==> src/rtl/board_vram_writer.sv <==
// Board VRAM write client: turns place/clear commands into single-cell writes.
// Optional overlap rejection via BOARD_VRAM_WRITER_COLLISION_CHECK_EN.
module board_vram_writer #(
  parameter int BOARD_W = 14,
  parameter int CELL_W  = 6,
  parameter int ADDR_W  = 8
) (
  input  logic              clk,
  input  logic              rst_n,
  input  logic              cmd_valid,
  output logic              cmd_ready,
  input  logic              cmd_op,
  input  logic [24:0]       cmd_shape,
  input  logic [3:0]        cmd_x,
  input  logic [3:0]        cmd_y,
  input  logic [CELL_W-1:0] cmd_cell,
  output logic [ADDR_W-1:0] vram_wraddress,
  output logic [CELL_W-1:0] vram_data,
  output logic              vram_wren,
  output logic [ADDR_W-1:0] vram_rdaddress,
  input  logic [CELL_W-1:0] vram_q,
  output logic              done,
  output logic [1:0]        err
);

  typedef enum logic [2:0] {
    IDLE,
    CLEAR,
    CHECK,
    PLACE,
    DONE
  } state_t;

  localparam int NCELL = BOARD_W * BOARD_W;
  localparam logic [ADDR_W-1:0] LAST_ADDR = ADDR_W'(NCELL - 1);
  localparam logic [4:0] LAST_IDX = 5'd24;
  localparam logic [4:0] BW5 = 5'(BOARD_W);

  state_t            state;
  logic [24:0]       shape_q;
  logic [3:0]        x_q;
  logic [3:0]        y_q;
  logic [CELL_W-1:0] cell_q;
  logic [4:0]        idx;
  logic [2:0]        dx;
  logic [2:0]        dy;
  logic [ADDR_W-1:0] clr_cnt;

  logic              off_board;
  logic [4:0]        cur_row;
  logic [4:0]        cur_col;
  logic [ADDR_W-1:0] cur_addr;
  logic              cur_bit;
  logic [2:0]        dx_nx;
  logic [2:0]        dy_nx;

  // row*14 as row*8 + row*4 + row*2
  function automatic logic [ADDR_W-1:0] cell_addr(
    input logic [4:0] row,
    input logic [4:0] col
  );
    logic [ADDR_W-1:0] r;
    r = ADDR_W'(row);
    return (r << 3) + (r << 2) + (r << 1) + ADDR_W'(col);
  endfunction

  always_comb begin
    off_board = 1'b0;
    for (int i = 0; i < 25; i++) begin
      if (cmd_shape[i] &&
          ((({1'b0, cmd_x} + 5'(i % 5)) >= BW5) ||
           (({1'b0, cmd_y} + 5'(i / 5)) >= BW5)))
        off_board = 1'b1;
    end
  end

  assign cur_row  = {1'b0, y_q} + {2'b00, dy};
  assign cur_col  = {1'b0, x_q} + {2'b00, dx};
  assign cur_addr = cell_addr(cur_row, cur_col);
  assign cur_bit  = (idx <= LAST_IDX) ? shape_q[idx] : 1'b0;
  assign dx_nx    = (dx == 3'd4) ? 3'd0 : dx + 3'd1;
  assign dy_nx    = (dx == 3'd4) ? dy + 3'd1 : dy;

`ifdef BOARD_VRAM_WRITER_COLLISION_CHECK_EN
  logic rd_v;
  logic coll;
  logic in_board;
  logic hit;

  assign in_board = (cur_row < BW5) && (cur_col < BW5);
  assign hit      = coll | (rd_v && (vram_q != '0));
`else
  logic unused_q;

  assign unused_q       = ^vram_q;
  assign vram_rdaddress = '0;
`endif

  always_ff @(posedge clk or negedge rst_n) begin
    if (!rst_n) begin
      state          <= IDLE;
      cmd_ready      <= 1'b1;
      vram_wren      <= 1'b0;
      vram_wraddress <= '0;
      vram_data      <= '0;
      done           <= 1'b0;
      err            <= 2'b00;
      shape_q        <= '0;
      x_q            <= '0;
      y_q            <= '0;
      cell_q         <= '0;
      idx            <= '0;
      dx             <= '0;
      dy             <= '0;
      clr_cnt        <= '0;
`ifdef BOARD_VRAM_WRITER_COLLISION_CHECK_EN
      vram_rdaddress <= '0;
      rd_v           <= 1'b0;
      coll           <= 1'b0;
`endif
    end else begin
      vram_wren <= 1'b0;
      done      <= 1'b0;
      case (state)
        IDLE: begin
          if (cmd_valid) begin
            shape_q   <= cmd_shape;
            x_q       <= cmd_x;
            y_q       <= cmd_y;
            cell_q    <= cmd_cell;
            idx       <= '0;
            dx        <= '0;
            dy        <= '0;
            clr_cnt   <= '0;
            err       <= 2'b00;
            cmd_ready <= 1'b0;
`ifdef BOARD_VRAM_WRITER_COLLISION_CHECK_EN
            rd_v      <= 1'b0;
            coll      <= 1'b0;
`endif
            if (cmd_op) begin
              state <= CLEAR;
            end else if (off_board) begin
              err   <= 2'b01;
              done  <= 1'b1;
              state <= DONE;
            end else begin
`ifdef BOARD_VRAM_WRITER_COLLISION_CHECK_EN
              state <= CHECK;
`else
              state <= PLACE;
`endif
            end
          end
        end
        CLEAR: begin
          vram_wren      <= 1'b1;
          vram_wraddress <= clr_cnt;
          vram_data      <= '0;
          if (clr_cnt == LAST_ADDR) begin
            done  <= 1'b1;
            state <= DONE;
          end else begin
            clr_cnt <= clr_cnt + 1'b1;
          end
        end
`ifdef BOARD_VRAM_WRITER_COLLISION_CHECK_EN
        CHECK: begin
          // idx 0..24 issue reads; idx 25 drains the last read
          if (idx <= LAST_IDX) begin
            vram_rdaddress <= cur_addr;
            rd_v           <= cur_bit & in_board;
            coll           <= hit;
            idx            <= idx + 5'd1;
            dx             <= dx_nx;
            dy             <= dy_nx;
          end else begin
            rd_v <= 1'b0;
            coll <= hit;
            idx  <= '0;
            dx   <= '0;
            dy   <= '0;
            if (hit) begin
              err   <= 2'b10;
              done  <= 1'b1;
              state <= DONE;
            end else begin
              state <= PLACE;
            end
          end
        end
`endif
        PLACE: begin
          vram_wren      <= cur_bit;
          vram_wraddress <= cur_addr;
          vram_data      <= cell_q;
          idx            <= idx + 5'd1;
          dx             <= dx_nx;
          dy             <= dy_nx;
          if (idx == LAST_IDX) begin
            done  <= 1'b1;
            state <= DONE;
          end
        end
        DONE: begin
          cmd_ready <= 1'b1;
          state     <= IDLE;
        end
        default: begin
          cmd_ready <= 1'b1;
          state     <= IDLE;
        end
      endcase
    end
  end

endmodule

==> config.mk <==
export PLATFORM = sky130hd
export DESIGN_NAME = board_vram_writer
export DESIGN_NICKNAME = d
export VERILOG_FILES = /design/src/rtl/board_vram_writer.sv
export SDC_FILE = /design/constraint.sdc
export NUM_CORES = 1
export LEC_CHECK = 0
export ABC_AREA = 1
export CORE_ASPECT_RATIO = 1.75
export CORE_MARGIN = 4
export CORE_UTILIZATION = 55
export CTS_CLUSTER_SIZE = 12
export DETAILED_ROUTE_END_ITERATION = 6
export GPL_ROUTABILITY_DRIVEN = 0
export HOLD_SLACK_MARGIN = 0.15
export PLACE_DENSITY = 0.86
export SLEW_MARGIN = 15
export SYNTH_ARGS = -nofsm -noshare
export SYNTH_HDL_FRONTEND = slang
export SYNTH_SLANG_ARGS = --single-unit
==> constraint.sdc <==
create_clock -name clk -period 4.4 [get_ports clk]
set_clock_uncertainty 0.15 [all_clocks]
set_input_delay 0.44 -clock clk [delete_from_list [all_inputs] [get_ports clk]]
set_output_delay 0.44 -clock clk [all_outputs]
set_load 0.05 [all_outputs]
After elaboration in Yosys (flattened, before gate mapping)
Index checks and enable logic that the tools add are counted.
{ "totals": {"ff_bits": 80, "input_bits": 49, "out_inout_bits": 27, "wordCells": 173} }
{ "classes": {"add_sub_neg": 17, "n_lt_le_gt_ge": 12, "n_eq_ne": 10, "muxes": 57, "bitwise": 1, "reduce_logical": 61} }
{ "ops": {"columns": ["cell", "n"], "rows": [
  ["5-bit by 4-bit >= comparator with 1-bit output, second input constant", 8],
  ["1-bit two-way mux", 35],
  ["8-bit case mux with 2 select lines", 2],
  ["1-bit logical AND", 25],
  ["1-bit logical OR", 25],
  ["3-bit two-way mux", 8],
  ["4-bit by 2-bit adder with 5-bit output, second input constant", 4],
  ["8-bit two-way mux", 2],
  ["3-bit case mux with 2 select lines", 2],
  ["6-bit case mux with 2 select lines", 1],
  ["4-bit by 1-bit adder with 5-bit output, second input constant", 2],
  ["4-bit by 3-bit adder with 5-bit output", 2],
  ["4-bit by 3-bit adder with 5-bit output, second input constant", 2],
  ["2-bit != test, second input constant", 5],
  ["5-bit case mux with 2 select lines", 1],
  ["3-bit case mux with 3 select lines", 1],
  ["3-bit AND reduction", 3],
  ["8-bit by 1-bit adder with 8-bit output, second input constant", 1],
  ["8-bit by 5-bit adder with 8-bit output", 1],
  ["8-bit by 6-bit adder with 8-bit output", 1],
  ["8-bit by 7-bit adder with 8-bit output", 1],
  ["8-bit == test, second input constant", 1],
  ["4-bit >= comparator, second input constant", 2],
  ["3-bit by 1-bit adder with 3-bit output, second input constant", 2],
  ["16 further kinds", 21]
]} }

Logic depth before layout (Yosys ltp)
{ "logic_depth": {"ltp_word": 32, "mapped_depth": 18, "mapped_depth_nobuf": 18} }

Worst setup path after synthesis
Ideal clock, no wire load.
{ "synth_path": {"kind": "register to register", "startpoint": "register dy[0]", "endpoint": "register vram_wraddress[7]", "setup_time_ns": 0.124, "arrival_time_ns": 3.406, "required_time_ns": 4.126, "path_slack_ns": 0.720, "stages_incl_launch_ff": 19, "n_path_buf": 0, "synth_period_minus_slack_ns": 3.680, "path_cell_list": "dfrtp_1 ha_1 fa_1 xor2_1 inv_1 fa_1 inv_1 ha_1 ha_1 nand2_1 nand2_1 a31oi_1 nor2_1 o21ai_0 nand2_1 xor2_1 nand2_1 o211ai_1 nand2_1"} }
{ "synth_between": {"elab_chain_len": 5} }
{ "synth_lines": {"columns": ["item", "line", "rtl"], "rows": [
  ["from (decl)", "46", "logic [2:0] dy;"],
  ["from (signal assigned)", "199", "dy <= dy_nx;"],
  ["4-bit by 3-bit adder with 5-bit output *", "77", "assign cur_row = {1'b0, y_q} + {2'b00, dy};"],
  ["8-bit by 7-bit adder with 8-bit output", "64", "return (r << 3) + (r << 2) + (r << 1) + ADDR_W'(col);"],
  ["8-bit by 6-bit adder with 8-bit output *", "64", null],
  ["8-bit by 5-bit adder with 8-bit output *", "64", null],
  ["8-bit case mux with 2 select lines *", "124", "case (state)"],
  ["to (signal assigned)", "158", "vram_wraddress <= clr_cnt;"],
  ["to (signal assigned)", "195", "vram_wraddress <= cur_addr;"],
  ["to (decl)", "17", "output logic [ADDR_W-1:0] vram_wraddress,"]
]} }
Mark *: on every way between the ends. The rest lies on a longest branch, timed or not.
A chain may end at the register's enable or synchronous reset.

Worst setup path in the final report
Same ends and word-level chain as after synthesis.

==> impl_metrics.csv <==
group,metric,value,unit
detailed_routing,wl,12.0,mm
clock_network,htreeDepth,3,
clock_network,clk_latency,340,ps
sta,fmax,0.243,GHz
sta,min_period_over_period,93.6,%
detailed_routing,antenna_left,0,
synthesis,ys_seq_area_share,39.6,%
place,dp_cells,802,
floorplanning,die_w,80.0,um
critical_path,rr_endpoint,"vram_wraddress[7]",
clock_network,clk_pin_slew,60,ps
sta,setup_viol,0,
global_routing,antenna_found_initial,0,
critical_path,r2r_start,"dy[0]",
floorplanning,initial_core_util,56.9,%
critical_path,cp.required,4470,ps
synthesis,synth_area,0.00500,mm2
cells_and_area,syn2layout_area_growth,19.5,%
place,dp.final_hpwl,8.96,mm
flow_run,cap_violations,0,
cells_and_area,finalNonFillerCells,819,
synthesis,ys_ff_latch,79,
detailed_routing,num_vias,4474,
critical_path,crit_fanout,4,
synthesis,ys_async_sr_fraction,100,%
detailed_routing,drt_iter0_drc,295,
detailed_routing,drt_drc_violations_left,0,
synthesis,syn_area_per_cell,7.79,um2
worst_hold_path,hp-class,"reg2reg",
pwr,ir_worst_vdd,0.000346,V
critical_path,crit_arrival,4190,ps
sta,rsz0062_at_grt,"no",
synthesis,synth_cell_types,40,
detailed_routing,avgViaCountPerCell,5.46,
clock_network,clk_path_buf_depth,2,
sta,worstMarginPinSlew,951,ps
synthesis,synth_edf_count,0,
worst_hold_path,hold_path_end,"cell_q[4]",
floorplanning,ios,76,
cells_and_area,final_nets,788,
detailed_routing,dr_wl_met3,555,um
cells_and_area,final_cell_mix,"199 x nand2_1, 78 x dfrtp_1, 67 x inv_1, 59 x clkdlybuf4s50_1",
sta,slew_headroom,36.6,%
global_routing,grt_max_degree,80,
critical_path,crit_path_end_kind,"flop",
clock_network,cts_buffers,9,
sta,fin_crit,4120,ps
worst_hold_path,min_delay_path_depth,2,
synthesis,synthCells,641,
clock_network,cts_resized,0,
sta,hold_violations,0,
sta,tns,0,ps
detailed_routing,wl_met1,4.30,mm
floorplanning,rows,45,
pwr,power.density,627,mW/mm2
cells_and_area,diodes,0,
clock_network,cts_tree,"yes",
place,port_buffers,60,
pwr,p_leak,3.06,nW
global_routing,overflow,0,
critical_path,r2r.worst_path.cells,18,
synthesis,yosysWarnings,0,
clock_network,clock_sinks,79,
floorplanning,die_area,0.0107,mm2
clock_network,cts_root_buf,"clkbuf_16",
cells_and_area,drive_above_1_share,8.69,%
pwr,power,3.74,mW
detailed_routing,maxUsedRoutingLayer,"met4",
critical_path,r2r_slack,280,ps
worst_hold_path,hold_path.startpoint,"cell_q[4]",
floorplanning,core,0.00878,mm2
cells_and_area,final_common_cell,"nand2_1",
global_routing,grt_pass1_wl,19.8,mm
synthesis,ys.flop_type,"dfrtp_1",
detailed_routing,dr_wl_met2,6.64,mm
critical_path,cp-start-kind,"flop",
global_routing,track_usage,23.5,%
outcome,status,"completed",
place,place_area,0.00563,mm2
floorplanning,die_y,134,um
cells_and_area,design_area,0.00597,mm2
sta,slew_violations,0,
detailed_routing,drt_first_pass_iters,5,
critical_path,crit_type,"reg2reg",
global_routing,grt_pass1_vias,4593,
detailed_routing,wl_per_cell,14.6,um
==> registers in the layout (all words and copies together) (netlist names), 3 cells and up <==
signal / count
cell_q: 6
clr_cnt: 8
dx: 3
dy: 3
idx: 5
shape_q: 25
state: 3
vram_data: 6
vram_wraddress: 8
x_q: 4
y_q: 4
==> per-layer routing <==
metal | up-vias | track usage [%]
met2 | 163 | 43.8
li1 | 2155 | -
met3 | 38 | 5.38
met1 | 2118 | 22.6
met4 | 0 | 13.6
met5 | - | 0
==> area by class of cell <==
type,count,area (um2)
multi-input combinational,465,2600
sequential,79,1980
tap,117,146
timing repair buffer,62,616
clock inverter,7,104
inverter,80,300
clock buffer,9,225
fill,736,2810
==> stage by stage <==
| step | worst slack [ps] | hold slack, ps | utilization, % |
|---|---|---|---|
| final | 281 | 323 | 68.0 |
| after global routing | 47.6 | 350 | 68.0 |
| after CTS | 291 | 325 | 68.0 |
| after detailed placement | 303 | 310 | 64.1 |
| after global placement | 445 | 301 | 64.1 |
| after floorplan | 720 | -5.59 | - |
==> kinds of logic after synthesis <==
| family | synth area share (%) |
|---|---|
| flops | 39.6 |
| simple gates | 27.8 |
| xor+xnor | 1.23 |
| other cells | 0.0751 |
| fa+ha+maj | 12.0 |
| buf+inv | 8.92 |
| compound gates | 10.4 |
==> synth_stat cells, types with 3 or more instances <==
cell / number / area [um2]
nand3_2: 5 / 50.1
ha_1: 32 / 400
nor2_4: 3 / 33.8
o211ai_1: 6 / 45.0
or2_2: 3 / 18.8
nor2_1: 43 / 161
a21oi_1: 16 / 80.1
o22ai_1: 4 / 25.0
xor2_1: 5 / 43.8
nand2_2: 4 / 25.0
nand3_1: 39 / 195
buf_4: 10 / 75.1
o221ai_1: 5 / 43.8
clkbuf_1: 7 / 26.3
inv_1: 67 / 251
dfrtp_1: 78 / 1950
nand2_1: 199 / 747
a22o_1: 5 / 43.8
inv_2: 12 / 45.0
buf_2: 5 / 25.0
nor3_1: 4 / 20.0
o21ai_0: 43 / 215
nand4_1: 5 / 31.3
fa_1: 10 / 200
nor2_2: 11 / 68.8
==> critical path, stage by stage (launching register included) <==
cell      delay [ps]
dfrtp_1          400
ha_1             220
fa_1             410
xor2_1           320
inv_1            160
fa_1             530
inv_1             50
ha_1             290
ha_1             350
nand2_1           90
nand2_1           50
a31oi_1          210
nor2_1            60
o21ai_0          150
nand2_1           80
xor2_1           230
nand2_1           80
o211ai_1         100
nand2_1           70
==> report_power, final <==
part | leakage [nW] | switching (mW) | internal (mW) | total [mW]
clock | 0.154 | 0.309 | 0.503 | 0.812
sequential | 1.02 | 0.135 | 0.959 | 1.09
combinational | 1.88 | 1.14 | 0.697 | 1.84
==> how the worst max path moves through the flow <==
stage          depth (start not counted)                end  start
4_1_cts                               18  vram_wraddress[7]  dy[0]
5_1_grt                               18  vram_wraddress[7]  dy[0]
2_1_floorplan                         18  vram_wraddress[7]  dy[0]
6_report                              18  vram_wraddress[7]  dy[0]
3_5_place_dp                          18  vram_wraddress[7]  dy[0]
3_3_place_gp                          18  vram_wraddress[7]  dy[0]
==> what timing repair did <==
action	in CTS	in global routing
setup buffers	0	0
hold buffers	1	0
endpoints found under the hold margin	77	0
(Power assumes the default switching activity.)
